===== config.mk =====
export PLATFORM = sky130hd
export DESIGN_NAME = rob
export DESIGN_NICKNAME = d
export VERILOG_FILES = /design/src/rtl/uarch_pkg.sv /design/src/rtl/rob.sv
export SDC_FILE = /design/constraint.sdc
export NUM_CORES = 2
export LEC_CHECK = 0
export ABC_AREA = 1
export BUFFER_PORTS_ARGS = -buffer_cell sky130_fd_sc_hd__buf_4
export CAP_MARGIN = 5
export CORE_ASPECT_RATIO = 0.5
export CORE_MARGIN = 10
export CORE_UTILIZATION = 35
export CTS_BUF_LIST = sky130_fd_sc_hd__clkbuf_16
export CTS_CLUSTER_DIAMETER = 80
export CTS_CLUSTER_SIZE = 40
export DETAILED_ROUTE_END_ITERATION = 7
export PLACE_DENSITY = 0.52
export SYNTH_ARGS = -nofsm -noshare
export SYNTH_HDL_FRONTEND = slang
export SYNTH_SLANG_ARGS = --single-unit

===== constraint.sdc =====
create_clock -name clk -period 3.7 [get_ports clk]
set_input_delay 0.74 -clock clk [delete_from_list [all_inputs] [get_ports clk]]
set_output_delay 0.74 -clock clk [all_outputs]
set_load 0.01 [all_outputs]

===== src/rtl/uarch_pkg.sv =====
// Shared micro-architecture types and sizes for the reorder buffer and its
// neighbours (rename, PRF). The ROB tag is the entry index.
package uarch_pkg;

  localparam int ROB_DEPTH     = 16;
  localparam int TAG_WIDTH     = $clog2(ROB_DEPTH);
  localparam int ARCH_REGS     = 32;
  localparam int REG_ADDR_W    = $clog2(ARCH_REGS);
  localparam int CPU_DATA_BITS = 32;

  typedef logic [TAG_WIDTH-1:0]     rob_tag_t;
  typedef logic [REG_ADDR_W-1:0]    arch_reg_t;
  typedef logic [CPU_DATA_BITS-1:0] cpu_data_t;

  // Execution-unit writeback into the ROB.
  typedef struct packed {
    logic      valid;
    rob_tag_t  tag;
    cpu_data_t data;
  } rob_wb_t;

  // In-order retirement write into the physical register file.
  typedef struct packed {
    logic      we;
    arch_reg_t addr;
    rob_tag_t  tag;
    cpu_data_t data;
  } prf_commit_write_port_t;

endpackage


===== src/rtl/rob.sv =====
// Two-wide reorder buffer. Entries are allocated in order at the tail by the
// rename stage, marked done out of order by execution writebacks, and retired
// in order from the head (up to two per cycle) into the PRF.
//
// Allocation handshake: the rename stage presents alloc_0_valid (and
// optionally alloc_1_valid); the request transfers at a rising edge exactly
// when alloc_0_valid && alloc_ready && !cache_stall && !flush. alloc_ready is
// a pure function of occupancy and never depends on alloc_*_valid, so rename
// may look at it before deciding to request. There is no back-pressure on
// writebacks or commits: a valid writeback is always taken, and the PRF
// always accepts a commit whose we is high.
module rob #(
  parameter int ROB_DEPTH = uarch_pkg::ROB_DEPTH,
  parameter int TAG_WIDTH = $clog2(ROB_DEPTH)
) (
  input  logic                              clk,
  input  logic                              rst,
  input  logic                              flush,
  input  logic                              cache_stall,
  input  logic                              alloc_0_valid,
  input  logic                              alloc_1_valid,
  input  logic [uarch_pkg::REG_ADDR_W-1:0]  alloc_0_rd,
  input  logic [uarch_pkg::REG_ADDR_W-1:0]  alloc_1_rd,
  output logic [TAG_WIDTH-1:0]              alloc_0_tag,
  output logic [TAG_WIDTH-1:0]              alloc_1_tag,
  output logic                              alloc_ready,
  input  uarch_pkg::rob_wb_t                wb_0,
  input  uarch_pkg::rob_wb_t                wb_1,
  output uarch_pkg::prf_commit_write_port_t commit_0_write_port,
  output uarch_pkg::prf_commit_write_port_t commit_1_write_port,
  output logic                              rob_empty
);

  // Pointers carry one extra wrap bit so full and empty are distinguishable.
  localparam int PTR_W = TAG_WIDTH + 1;
  localparam int RD_W  = uarch_pkg::REG_ADDR_W;
  localparam int DW    = uarch_pkg::CPU_DATA_BITS;
  // Allocation needs room for a full pair, so it stops at ROB_DEPTH-1 used.
  localparam logic [PTR_W-1:0] READY_LIMIT = PTR_W'(ROB_DEPTH - 2);

  // Entry state: flop array, one field vector per attribute.
  logic [ROB_DEPTH-1:0] valid_q, valid_d;
  logic [ROB_DEPTH-1:0] done_q,  done_d;
  logic [RD_W-1:0]      rd_q   [ROB_DEPTH];
  logic [RD_W-1:0]      rd_d   [ROB_DEPTH];
  logic [DW-1:0]        data_q [ROB_DEPTH];
  logic [DW-1:0]        data_d [ROB_DEPTH];

  logic [PTR_W-1:0]     head_q, head_d;
  logic [PTR_W-1:0]     tail_q, tail_d;

  logic [PTR_W-1:0]     occupancy;
  logic [TAG_WIDTH-1:0] head_idx, head_idx_1;
  logic [TAG_WIDTH-1:0] tail_idx, tail_idx_1;
  logic                 alloc_fire;
  logic                 alloc_pair;
  logic                 commit_0_fire;
  logic                 commit_1_fire;
  logic [1:0]           n_commit;

  // Occupancy, free-space status and the tags offered to rename.
  always_comb begin
    occupancy   = tail_q - head_q;
    rob_empty   = (head_q == tail_q);
    alloc_ready = (occupancy <= READY_LIMIT);
    head_idx    = head_q[TAG_WIDTH-1:0];
    head_idx_1  = head_idx + TAG_WIDTH'(1);
    tail_idx    = tail_q[TAG_WIDTH-1:0];
    tail_idx_1  = tail_idx + TAG_WIDTH'(1);
    alloc_0_tag = tail_idx;
    alloc_1_tag = tail_idx_1;
  end

  // Allocation and commit qualification; slot 1 only ever rides with slot 0.
  always_comb begin
    alloc_fire    = alloc_0_valid && alloc_ready && !cache_stall && !flush;
    alloc_pair    = alloc_fire && alloc_1_valid;
    commit_0_fire = valid_q[head_idx] && done_q[head_idx] && !cache_stall && !flush;
    commit_1_fire = commit_0_fire && valid_q[head_idx_1] && done_q[head_idx_1];
    n_commit      = commit_1_fire ? 2'd2 : (commit_0_fire ? 2'd1 : 2'd0);
  end

  // Retirement ports are driven purely from registered entry state, so a
  // writeback can make its entry visible here no earlier than the next cycle.
  always_comb begin
    commit_0_write_port      = '0;
    commit_0_write_port.we   = commit_0_fire;
    commit_0_write_port.addr = rd_q[head_idx];
    commit_0_write_port.tag  = head_idx;
    commit_0_write_port.data = data_q[head_idx];

    commit_1_write_port      = '0;
    commit_1_write_port.we   = commit_1_fire;
    commit_1_write_port.addr = rd_q[head_idx_1];
    commit_1_write_port.tag  = head_idx_1;
    commit_1_write_port.data = data_q[head_idx_1];
  end

  // Next entry/pointer state: flush wins outright; otherwise writebacks,
  // then commit clears, then allocation. Commit and allocation never touch
  // the same index because allocation needs two free slots.
  always_comb begin
    valid_d = valid_q;
    done_d  = done_q;
    rd_d    = rd_q;
    data_d  = data_q;
    head_d  = head_q;
    tail_d  = tail_q;

    if (flush) begin
      valid_d = '0;
      done_d  = '0;
      head_d  = '0;
      tail_d  = '0;
    end else begin
      // wb_1 is applied second so it wins when both ports carry one tag.
      if (wb_0.valid && valid_q[wb_0.tag]) begin
        done_d[wb_0.tag] = 1'b1;
        data_d[wb_0.tag] = wb_0.data;
      end
      if (wb_1.valid && valid_q[wb_1.tag]) begin
        done_d[wb_1.tag] = 1'b1;
        data_d[wb_1.tag] = wb_1.data;
      end

      if (commit_0_fire) begin
        valid_d[head_idx] = 1'b0;
        done_d[head_idx]  = 1'b0;
      end
      if (commit_1_fire) begin
        valid_d[head_idx_1] = 1'b0;
        done_d[head_idx_1]  = 1'b0;
      end
      head_d = head_q + {{(PTR_W-2){1'b0}}, n_commit};

      if (alloc_fire) begin
        valid_d[tail_idx] = 1'b1;
        done_d[tail_idx]  = 1'b0;
        rd_d[tail_idx]    = alloc_0_rd;
        if (alloc_pair) begin
          valid_d[tail_idx_1] = 1'b1;
          done_d[tail_idx_1]  = 1'b0;
          rd_d[tail_idx_1]    = alloc_1_rd;
          tail_d              = tail_q + PTR_W'(2);
        end else begin
          tail_d = tail_q + PTR_W'(1);
        end
      end
    end
  end

  // State registers; reset clears everything including the data payloads.
  always_ff @(posedge clk) begin
    if (rst) begin
      valid_q <= '0;
      done_q  <= '0;
      head_q  <= '0;
      tail_q  <= '0;
      for (int i = 0; i < ROB_DEPTH; i++) begin
        rd_q[i]   <= '0;
        data_q[i] <= '0;
      end
    end else begin
      valid_q <= valid_d;
      done_q  <= done_d;
      head_q  <= head_d;
      tail_q  <= tail_d;
      for (int i = 0; i < ROB_DEPTH; i++) begin
        rd_q[i]   <= rd_d[i];
        data_q[i] <= data_d[i];
      end
    end
  end

endmodule


==> results.sh <==
export IMPL_yosysTopAreaCell="dfxtp_1"
export IMPL_drt_total_wl_um=302000
export IMPL_cts_hold_buffers_added=0
export IMPL_final_antenna_net_count=0
export IMPL_fin_util_pct=39.4
export IMPL_overflow=0
export IMPL_htreeDepth=2
export IMPL_outcome="finished with violations"
export IMPL_slew_violations=0
export IMPL_dp_cells=10917
export IMPL_cts_made_buffers=40
export IMPL_grt_use_total_pct=32.3
export IMPL_io_buffers=183
export IMPL_drive_above_1_share_pct=7.92
export IMPL_vias=68678
export IMPL_r2r_start="head_q[0]$_SDFF_PP0_"
export IMPL_clk_latency_ns=0.73
export IMPL_setup_violations=2
export IMPL_die_w_um=574
export IMPL_syn_inst=9425
export IMPL_synthToLayoutAreaGrowth_pct=11.6
export IMPL_syn_num_nets=9537
export IMPL_rrSetupSlack_ns=0.38
export IMPL_postSynthAreaPerCell_um2=5.70
export IMPL_power_density_nw_per_um2=270
export IMPL_dp_hpwl_um=174000
export IMPL_cp_arrival_ns=2.97
export IMPL_fmax_mhz=270
export IMPL_viasPerCell=6.22
export IMPL_critical_path_endpoint="commit_0_write_port[29]"
export IMPL_clk_pin_slew_ns=0.13
export IMPL_violations="negative setup slack"
export IMPL_wl_per_cell_um=27.3
export IMPL_cp_startpoint="head_q[0]$_SDFF_PP0_"
export IMPL_fin_cells=11044
export IMPL_grt_pass1_wl_um=427000
export IMPL_min_delay_path_class="primary input to flip-flop"
export IMPL_critPathCaptureType="output port"
export IMPL_finalSetupTns_ns=-0.00698
export IMPL_hold_violations=0
export IMPL_synthTopCellsByArea="dfxtp_1 (24%), nand2_1 (13%), a21oi_1 (12%)"
export IMPL_cap_violations=0
export IMPL_cts_buffer_depth=3
export IMPL_slew_headroom_pct=34.3
export IMPL_drt_iter0_markers=11261
export IMPL_yosys_area_top_type_share_pct=23.6
export IMPL_num_io_pins=184
export IMPL_final_common_cell="nand2_1"
export IMPL_gp_congestion=0.929
export IMPL_cts_root_buf="clkbuf_16"
export IMPL_tightest_slew_ns=0.985
export IMPL_initial_core_util_pct=35.3
export IMPL_core_um2=152000
export IMPL_drc=0
export IMPL_synth_top_flop_cell="dfxtp_1"
export IMPL_rows=101
export IMPL_critPathLaunchType="flip-flop"
export IMPL_crit_fanout=89
export IMPL_layout_common_cells="nand2_1 (1,847), a21oi_1 (1,290), inv_1 (1,273)"
export IMPL_synth_area_um2=53700
export IMPL_layout_setup_ws_ns=-0.00625
export IMPL_drtPass1Iterations=8
export IMPL_finClkSkew_ns=0.0768
export IMPL_path_class="flip-flop to output port"
export IMPL_first_global_vias=60446
export IMPL_fin_nets=9057
export IMPL_period_needed_ns=3.71
export IMPL_grt_max_degree=179
export IMPL_worst_ir_drop_vdd_v=0.000320
export IMPL_cts_tree="done"
export IMPL_fp_dieArea_um2=170000
export IMPL_crit_required_ns=2.96
export IMPL_timing_final_crit_share_pct=100
export IMPL_synth_edf_count=0
export IMPL_leakagePower_nw=26.6
export IMPL_antenna_found_initial=13
export IMPL_regToRegEndpoint="done_q[6]$_SDFF_PP0_"
export IMPL_postSynth_asyncResetShare_pct=0
export IMPL_rsz0062_at_grt="yes"
export IMPL_synth_cell_types=36
export IMPL_die_h_um=297
export IMPL_numClockSinks=634
export IMPL_ys_seq_elements=634
export IMPL_seq_area_frac_synth_pct=23.6
export IMPL_ys_warn_count=0
export IMPL_ff2ff_path_depth=13
[flip-flops by register name (all words and copies together) (netlist names)]
register  flops
tail_q        5
valid_q      16
head_q        5
rd_q         80
data_q      512
done_q       16
[report_power, final]
part           switching (mW)  leakage, nW  internal, mW
logic                    2.05         20.7         0.770
clock network            3.53        0.741          2.46
registers               0.238         5.21          7.16
[synth_stat cells (2+ instances only)]
cell	n
xnor2_1	4
nor3_1	2
nand2_2	6
o21ai_1	27
a2111o_1	32
buf_2	256
nand4_2	2
nand4_1	973
nor2_2	11
o211ai_1	83
nand3_1	720
o21ai_0	1250
buf_4	19
nand2_1	1864
a21oi_1	1315
fa_1	2
ha_1	20
dfxtp_1	634
buf_1	154
inv_2	12
nor2_1	161
or2_0	2
inv_1	1275
nand3_2	16
clkinv_1	4
clkbuf_1	569
buf_6	2
mux2_2	2
[layout make-up]
cell class / instances / area [um^2]
clock buffer: 42 / 1050
timing repair inverter: 1 / 30.0
tap: 2060 / 2580
sequential: 634 / 12700
fill: 16615 / 92100
multi-input combinational: 6499 / 32800
inverter: 1291 / 4910
antenna: 7 / 17.5
timing repair buffer: 478 / 5400
clock inverter: 32 / 472
[logic make-up after synthesis]
logic type | synth area share [%]
DFF | 23.6
and+or+nand+nor | 32.8
adders and majority gates | 0.541
muxes | 0.0419
buffers and inverters | 16.8
AOI/OAI and AO/OA | 26.0
xor gates and xnor gates | 0.133
[per-layer routing]
metal	track usage [%]	wire length, um
met5	0	70
met4	14.8	16300
met3	8.30	40800
met2	46.2	122000
met1	45.1	123000
[worst max-delay path: stages (launching register included)]
cell       delay [ns]
dfxtp_4          0.45
clkinv_8         0.09
buf_12           0.16
buf_12           0.14
clkbuf_16        0.29
o21ai_0          0.25
nand2_1          0.12
a2111o_1         0.54
buf_4            0.22
[how the worst min path moves through the flow]
stage | start | end | slack [ns] | cells after the start
floorplan | data_q[475]$_SDFFE_PP0N_ | data_q[475]$_SDFFE_PP0N_ | 0.45 | 2
detailed placement | data_q[255]$_SDFFE_PP0N_ | data_q[255]$_SDFFE_PP0N_ | 0.47 | 2
finish | wb_0[0] | data_q[480]$_SDFFE_PP0N_ | 0.46 | 7
CTS | alloc_1_valid | tail_q[1]$_SDFFE_PP0N_ | 0.44 | 4
global placement | data_q[494]$_SDFFE_PP0N_ | data_q[494]$_SDFFE_PP0N_ | 0.47 | 2
global route | alloc_1_valid | tail_q[0]$_SDFFE_PP0P_ | 0.49 | 3
[timing repair]
| item | 4_1_cts | 5_1_grt |
|---|---|---|
| pin swaps | 7 | 30 |
| endpoints found under the hold margin | 0 | 0 |
| endpoints found under the setup margin | 52 | 53 |
| gates resized for setup | 25 | 92 |
| setup buffers | 13 | 18 |
| cloned | 7 | 9 |
[stage by stage]
stage / total power [mW] / setup slack [ns] / hold slack [ns] / instance area, um^2
2_1_floorplan: 9.20 / 0.0279 / 0.451 / 53700
3_3_place_gp: 10.2 / 0.295 / 0.472 / 57300
3_5_place_dp: 10.2 / 0.332 / 0.475 / 57300
4_1_cts: 16.1 / -0.108 / 0.439 / 59200
5_1_grt: 16.7 / -0.0738 / 0.487 / 59900
6_report: 16.2 / -0.00625 / 0.462 / 59900
Power figures use the tool's default switching activity.
